$ cat config.mk
export PLATFORM = sky130hd
export DESIGN_NAME = bch_enroll_sequencer
export DESIGN_NICKNAME = d
export VERILOG_FILES = /design/src/rtl/bch_enroll_sequencer_pkg.sv /design/src/rtl/bch_seq_timer.sv /design/src/rtl/bch_enroll_sequencer.sv
export SDC_FILE = /design/constraint.sdc
export NUM_CORES = 1
export LEC_CHECK = 0
export ABC_AREA = 1
export CORE_MARGIN = 2
export CORE_UTILIZATION = 50
export DETAILED_ROUTE_END_ITERATION = 7
export GPL_ROUTABILITY_DRIVEN = 0
export MAX_ROUTING_LAYER = met4
export PLACE_DENSITY = 0.8
export SLEW_MARGIN = 0
export SYNTH_ARGS = -nofsm -noshare
export SYNTH_HDL_FRONTEND = slang
export SYNTH_SLANG_ARGS = --single-unit
$ cat constraint.sdc
create_clock -name I_clk -period 2.2 [get_ports I_clk]
set_input_delay 0.44 -clock I_clk [delete_from_list [all_inputs] [get_ports I_clk]]
set_output_delay 0.44 -clock I_clk [all_outputs]
set_load 0.01 [all_outputs]
$ cat src/rtl/bch_enroll_sequencer_pkg.sv
// Shared state encoding and timing constants for the BCH enrollment sequencer.
package bch_enroll_sequencer_pkg;

  localparam int C_BLK_IDX_W    = 8;
  localparam int C_ARM_CYCLES   = 2;
  localparam int C_START_CYCLES = 3;

  typedef enum logic [2:0] {
    ST_IDLE      = 3'd0,
    ST_ARM       = 3'd1,
    ST_START     = 3'd2,
    ST_WAIT_BUSY = 3'd3,
    ST_WAIT_RDY  = 3'd4,
    ST_NEXT      = 3'd5,
    ST_DONE      = 3'd6,
    ST_ERR       = 3'd7
  } state_t;

endpackage

$ cat src/rtl/bch_seq_timer.sv
// Loadable down-counter guarding one encoder handshake phase; expires after
// C_TIMEOUT running cycles following a load.
module bch_seq_timer
  import bch_enroll_sequencer_pkg::*;
#(
  parameter int C_TIMEOUT = 1023
) (
  input  logic I_clk,
  input  logic I_rst_n,
  input  logic I_load,
  input  logic I_run,
  output logic O_expire
);

  localparam int C_W = $clog2(C_TIMEOUT + 1);

  logic [C_W-1:0] r_cnt;

  // Count down while running; the load value makes expiry land on the C_TIMEOUT-th cycle.
  always_ff @(posedge I_clk or negedge I_rst_n) begin
    if (!I_rst_n) begin
      r_cnt <= {C_W{1'b0}};
    end else if (I_load) begin
      r_cnt <= C_W'(C_TIMEOUT - 1);
    end else if (I_run && (r_cnt != {C_W{1'b0}})) begin
      r_cnt <= r_cnt - C_W'(1);
    end else begin
      r_cnt <= r_cnt;
    end
  end

  assign O_expire = I_run & (r_cnt == {C_W{1'b0}});

endmodule

$ cat src/rtl/bch_enroll_sequencer.sv
// Feeds a latched PUF response to the BCH encoder wrapper one block at a time.
// Define BCH_SEQ_TIMEOUT_EN to add the per-handshake timeout and error path.
module bch_enroll_sequencer
  import bch_enroll_sequencer_pkg::*;
#(
  parameter int C_DATA_BITS     = 16,
  parameter int C_NUM_BLOCKS    = 4,
  parameter int C_ECC_BYTES     = 2,
  parameter int C_MEM_ADDR_SIZE = 10,
  parameter int C_BASE_ADDR     = 0,
  parameter int C_TIMEOUT       = 1023
) (
  input  logic                             I_clk,
  input  logic                             I_rst_n,
  input  logic                             I_go,
  input  logic [C_NUM_BLOCKS*C_DATA_BITS-1:0] I_resp,
  output logic                             O_busy,
  output logic                             O_done,
  output logic                             O_err,
  output logic [7:0]                       O_blk_idx,
  output logic                             O_enc_en,
  output logic                             O_enc_start,
  output logic [C_DATA_BITS-1:0]           O_enc_data,
  output logic [C_MEM_ADDR_SIZE-1:0]       O_enc_base,
  input  logic                             I_enc_ready
);

  if ((C_NUM_BLOCKS < 1) || (C_NUM_BLOCKS > 255) || (C_TIMEOUT < 1)) begin : g_param_guard
    $error("bch_enroll_sequencer: parameter out of range");
  end

  state_t                          r_state;
  state_t                          w_next;
  logic                            r_go_d;
  logic                            w_go_edge;
  logic [1:0]                      r_hold;
  logic [C_NUM_BLOCKS*C_DATA_BITS-1:0] r_buf;
  logic [C_BLK_IDX_W-1:0]          r_blk_idx;
  logic [C_BLK_IDX_W-1:0]          w_next_idx;
  logic [C_DATA_BITS-1:0]          w_next_data;
  logic                            w_last;
  logic                            w_expire;
  logic                            r_busy;
  logic                            r_done;
  logic                            r_err;
  logic                            r_enc_en;
  logic                            r_enc_start;
  logic [C_DATA_BITS-1:0]          r_enc_data;
  logic [C_MEM_ADDR_SIZE-1:0]      r_enc_base;

  assign w_go_edge  = I_go & ~r_go_d;
  assign w_next_idx = r_blk_idx + C_BLK_IDX_W'(1);
  assign w_last     = (r_blk_idx == C_BLK_IDX_W'(C_NUM_BLOCKS - 1));

`ifdef BCH_SEQ_TIMEOUT_EN
  logic w_tmr_load;
  logic w_tmr_run;

  assign w_tmr_load = (w_next != r_state) &&
                      ((w_next == ST_WAIT_BUSY) || (w_next == ST_WAIT_RDY));
  assign w_tmr_run  = (r_state == ST_WAIT_BUSY) || (r_state == ST_WAIT_RDY);

  bch_seq_timer #(
    .C_TIMEOUT (C_TIMEOUT)
  ) u_timer (
    .I_clk    (I_clk),
    .I_rst_n  (I_rst_n),
    .I_load   (w_tmr_load),
    .I_run    (w_tmr_run),
    .O_expire (w_expire)
  );
`else
  assign w_expire = 1'b0;
`endif

  // Slice mux selecting the block that follows the one in flight.
  always_comb begin
    w_next_data = {C_DATA_BITS{1'b0}};
    for (int i = 0; i < C_NUM_BLOCKS; i++) begin
      if (w_next_idx == C_BLK_IDX_W'(i)) begin
        w_next_data = r_buf[i*C_DATA_BITS +: C_DATA_BITS];
      end else begin
        w_next_data = w_next_data;
      end
    end
  end

  // Next-state logic; a ready event wins over a simultaneous expiry.
  always_comb begin
    w_next = r_state;
    case (r_state)
      ST_IDLE: begin
        if (w_go_edge) w_next = ST_ARM;
        else           w_next = ST_IDLE;
      end
      ST_ARM: begin
        if (r_hold == 2'(C_ARM_CYCLES - 1)) w_next = ST_START;
        else                                w_next = ST_ARM;
      end
      ST_START: begin
        if (r_hold == 2'(C_START_CYCLES - 1)) w_next = ST_WAIT_BUSY;
        else                                  w_next = ST_START;
      end
      ST_WAIT_BUSY: begin
        if (!I_enc_ready)  w_next = ST_WAIT_RDY;
        else if (w_expire) w_next = ST_ERR;
        else               w_next = ST_WAIT_BUSY;
      end
      ST_WAIT_RDY: begin
        if (I_enc_ready)   w_next = ST_NEXT;
        else if (w_expire) w_next = ST_ERR;
        else               w_next = ST_WAIT_RDY;
      end
      ST_NEXT: begin
        if (w_last) w_next = ST_DONE;
        else        w_next = ST_START;
      end
      ST_DONE: w_next = ST_IDLE;
      ST_ERR:  w_next = ST_IDLE;
      default: w_next = ST_IDLE;
    endcase
  end

  // State, hold counter and all registered outputs.
  always_ff @(posedge I_clk or negedge I_rst_n) begin
    if (!I_rst_n) begin
      r_state     <= ST_IDLE;
      r_go_d      <= 1'b0;
      r_hold      <= 2'd0;
      r_buf       <= {(C_NUM_BLOCKS*C_DATA_BITS){1'b0}};
      r_blk_idx   <= {C_BLK_IDX_W{1'b0}};
      r_busy      <= 1'b0;
      r_done      <= 1'b0;
      r_err       <= 1'b0;
      r_enc_en    <= 1'b0;
      r_enc_start <= 1'b0;
      r_enc_data  <= {C_DATA_BITS{1'b0}};
      r_enc_base  <= {C_MEM_ADDR_SIZE{1'b0}};
    end else begin
      r_state     <= w_next;
      r_go_d      <= I_go;
      r_enc_start <= (r_state == ST_START);
      r_done      <= (w_next == ST_DONE);
      if (w_next != r_state) begin
        r_hold <= 2'd0;
      end else if ((r_state == ST_ARM) || (r_state == ST_START)) begin
        r_hold <= r_hold + 2'd1;
      end else begin
        r_hold <= r_hold;
      end
      case (r_state)
        ST_IDLE: begin
          if (w_go_edge) begin
            r_buf      <= I_resp;
            r_err      <= 1'b0;
            r_blk_idx  <= {C_BLK_IDX_W{1'b0}};
            r_enc_base <= C_MEM_ADDR_SIZE'(C_BASE_ADDR);
            r_enc_data <= I_resp[C_DATA_BITS-1:0];
            r_busy     <= 1'b1;
            r_enc_en   <= 1'b1;
          end
        end
        ST_NEXT: begin
          if (w_next == ST_START) begin
            r_blk_idx  <= w_next_idx;
            r_enc_base <= r_enc_base + C_MEM_ADDR_SIZE'(C_ECC_BYTES);
            r_enc_data <= w_next_data;
          end else begin
            r_busy   <= 1'b0;
            r_enc_en <= 1'b0;
          end
        end
        ST_WAIT_BUSY, ST_WAIT_RDY: begin
          if (w_next == ST_ERR) begin
            r_err    <= 1'b1;
            r_busy   <= 1'b0;
            r_enc_en <= 1'b0;
          end
        end
        default: begin
          r_busy <= r_busy;
        end
      endcase
    end
  end

  assign O_busy      = r_busy;
  assign O_done      = r_done;
  assign O_err       = r_err;
  assign O_blk_idx   = r_blk_idx;
  assign O_enc_en    = r_enc_en;
  assign O_enc_start = r_enc_start;
  assign O_enc_data  = r_enc_data;
  assign O_enc_base  = r_enc_base;

endmodule

==> results by group <==
STA
  • Period utilization: 98.1%
  • Pins over their slew limit: 0
  • RSZ-0062 raised after global routing: yes
  • Setup Skew: 0.00897 ns
  • Max Fclk: 0.463 GHz
  • Setup-failing EPs final: 0
  • Final WS setup: 0.0419 ns
  • Final Critical Period: 2.16 ns
  • Hold Fails Final Rpt: 0

Clocking
  • CTS tree: yes
  • Worst-Skew Late Latency: 0.37 ns
  • Clk slew on worst S/H paths: 0.10 ns
  • Clock root cell: clkbuf_8
  • H-tree level count: 3
  • Hold_buf cts: 0
  • CTS Buf Count: 9
  • Clk buf depth: 2
  • CTS sink cnt: 107

Critical path
  • Crit path launch type: flop
  • Critical Path End Type: flop
  • Critical path class: flop to flop
  • Maximum fanout along the worst path: 8
  • Crit path from: O_blk_idx[1]$_DFFE_PN0P_
  • RR Startpoint: O_blk_idx[1]$_DFFE_PN0P_
  • CP required: 2.46 ns
  • CP arrival: 2.42 ns

Detailed routing
  • DRC Markers: 0
  • Post-route antenna net violation count: 0
  • Via density: 5.32
  • Avg WL per Cell: 14.6 um
  • Detailed Route Iter0 Violations: 280
  • Via count: 4876
  • Initial DRT Pass Iterations: 5
  • WL final: 13400 um

Logic synthesis
  • Sequential area share after synthesis: 50.8%
  • Mapped Cells: 669
  • Yosys warnings: 0
  • FF+latch count, synth: 107
  • Syn_area_per_cell: 7.88 um^2
  • Post-synth top area share: 50.8%
  • Synth cell count leaders: nand2_1 (248), dfrtp_1 (107), nor2_1 (61)
  • Top-count cell post-synth: nand2_1
  • Synth area leaders: dfrtp_1 (51%), nand2_1 (18%), nor2_1 (4.3%)
  • Post-synth EDFFs: 0
  • Fraction of registers with async set/reset: 100%
  • Cell area after synthesis: 5270 um^2
  • Top_reg_cell synth: dfrtp_1
  • Synth unique cells: 37
  • Syn nets: 745
  • Leading area contributor after synthesis: dfrtp_1

Die
  • Starting Density: 51.3%
  • Die area: 11400 um^2
  • Core Area: 10300 um^2
  • Row cnt: 37
  • Die X: 107 um
  • Die Height: 107 um
  • I/O pins: 107

Final layout
  • Fillcell total: 823
  • Final core utilization: 66.8%
  • Final net count: 852
  • Ant diodes: 0
  • Design area: 6870 um^2
  • Area delta synth->final: 30.3%
  • Finished Layout Cells: 917
  • Fraction of layout cells with a size suffix above 1: 9.22%

Placed design
  • PortBufs: 105
  • Dpl hpwl: 9450 um
  • Area after DPL: 6510 um^2
  • Dpl ws: 0.0783 ns
  • Post-Place Cells: 895

GRT
  • Global route overflow: 0
  • Antenna violations before repair: 0
  • Largest net degree at the start of global routing: 43
  • Total Routing Usage GR: 23.9%
  • First-pass GRT wire length: 21200 um
  • Vias in the first global route: 4544

Run
  • Maximum Capacitance Violations: 0

Power and ir drop
  • Pwr Total: 0.00871 W
  • Share of power burned in registers: 37.0%
  • Worst VDD drop: 677 uV
  • Clock Power Share: 13.9%
  • Comb pwr share: 49.1%
  • Int Power: 0.00503 W
  • Leakage: 3.32 nW
  • Psw: 0.00368 W
  • Power per standard cell area: 1270 nW/um^2
  • Switching part of the total: 42.2%

Status
  • Status: finished clean

Min path
  • Hold Crit Class: input port to asynchronous set/reset pin
-- power groups by stage --
| stage | clock, W | sequential (W) | combinational (W) |
|---|---|---|---|
| global route | 0.00132 | 0.00329 | 0.00478 |
| finish | 0.00121 | 0.00322 | 0.00428 |
| global placement | 0 | 0.00321 | 0.00387 |
| detailed placement | 0 | 0.00323 | 0.00401 |
| CTS | 0.00123 | 0.00320 | 0.00403 |
| floorplan | 0 | 0.00320 | 0.00252 |
-- cells by family after synthesis --
family,after synthesis,share of synthesized area (%)
flops,107,50.8
simple gates,354,27.7
xor+xnor,4,0.807
mux,1,0.190
buf+inv,91,7.57
compound gates,103,10.9
other cells,1,0.0711
fa+ha+maj,8,1.90
-- path summary, 6_finish.rpt --
kind | end | slack (ns) | cells past startpoint
setup / recovery | O_enc_data[11]$_DFFE_PN0P_ | 0.04 | 13
hold / removal | r_buf[50]$_DFFE_PN0P_ | 0.01 | 1
setup reg to reg | O_enc_data[11]$_DFFE_PN0P_ | 0.04 | 13
hold reg to reg | r_buf[52]$_DFFE_PN0P_ | 0.48 | 2
max in group asynchronous | O_enc_data[15]$_DFFE_PN0P_ | 1.56 | 2
min in group I_clk | r_buf[52]$_DFFE_PN0P_ | 0.48 | 2
-- critical path: stages (launching register included) --
cell and delay, ns:
dfrtp_1 0.42, ha_4 0.19, nand3_2 0.10, o21bai_1 0.16, nand2_1 0.13, nor2_4 0.20, nand2_4 0.11, nor2_4 0.25
clkbuf_16 0.21, nor2_1 0.06, nand2_1 0.06, nand2_1 0.05, nand2_1 0.06, nand2_1 0.05
-- placed cells by master (no fill, tap or decap), types with 3 or more instances in the layout --
cell and instances:
a21boi_0 16, nand3_2 5, o21ai_1 10, nor3_1 15, o21ai_0 39, xor2_1 3, clkbuf_8 9, nand4_1 3
a21oi_1 28, nor2_2 6, inv_1 56, buf_12 5, buf_6 3, buf_4 13, clkdlybuf4s50_1 104, dfrtp_1 105
nand2_2 3, nor2_1 53, ha_1 7, nand3_1 10, nor2_4 6, inv_2 3, nand2_1 246
-- what timing repair did --
action	CTS	global route
gates resized for setup	0	22
buffers inserted	0	3
endpoints found under the setup margin	0	18
-- cell type report --
cell class / instances / area, um^2 / area share [%]
sequential: 107 / 2680 / 39.0
clock inverter: 7 / 76.3 / 1.11
clock buffer: 9 / 124 / 1.80
tap: 136 / 170 / 2.48
multi-input combinational: 471 / 2270 / 33.1
timing repair buffer: 127 / 1320 / 19.2
inverter: 60 / 225 / 3.28
-- metal layers --
layer | part of all wire, % | wire [um] | GRT usage, % | vias to the layer above
li1 | - | - | - | 2306
met1 | 42 | 5680 | 31.0 | 2319
met2 | 49 | 6610 | 38.0 | 219
met3 | 5.6 | 743 | 3.28 | 32
met4 | 2.6 | 352 | 10.4 | 0
met5 | 0 | 0 | - | -
-- state kept, by name (all words and copies together) (netlist names) --
signal,count
O_done,1
O_err,1
O_blk_idx,8
r_go_d,1
O_enc_start,1
r_hold,2
r_state,3
r_buf,64
O_enc_base,9
O_enc_en,1
O_enc_data,16
-- stage by stage --
stage | hold slack (ns) | setup TNS (ns)
after CTS | 0.0170 | 0
after detailed placement | 0.423 | 0
after global routing | 0.0292 | -1.01
after global placement | 0.412 | 0
final | 0.00991 | 0
after floorplan | 0.144 | 0
Note: power is estimated with default switching activity, not from simulation.
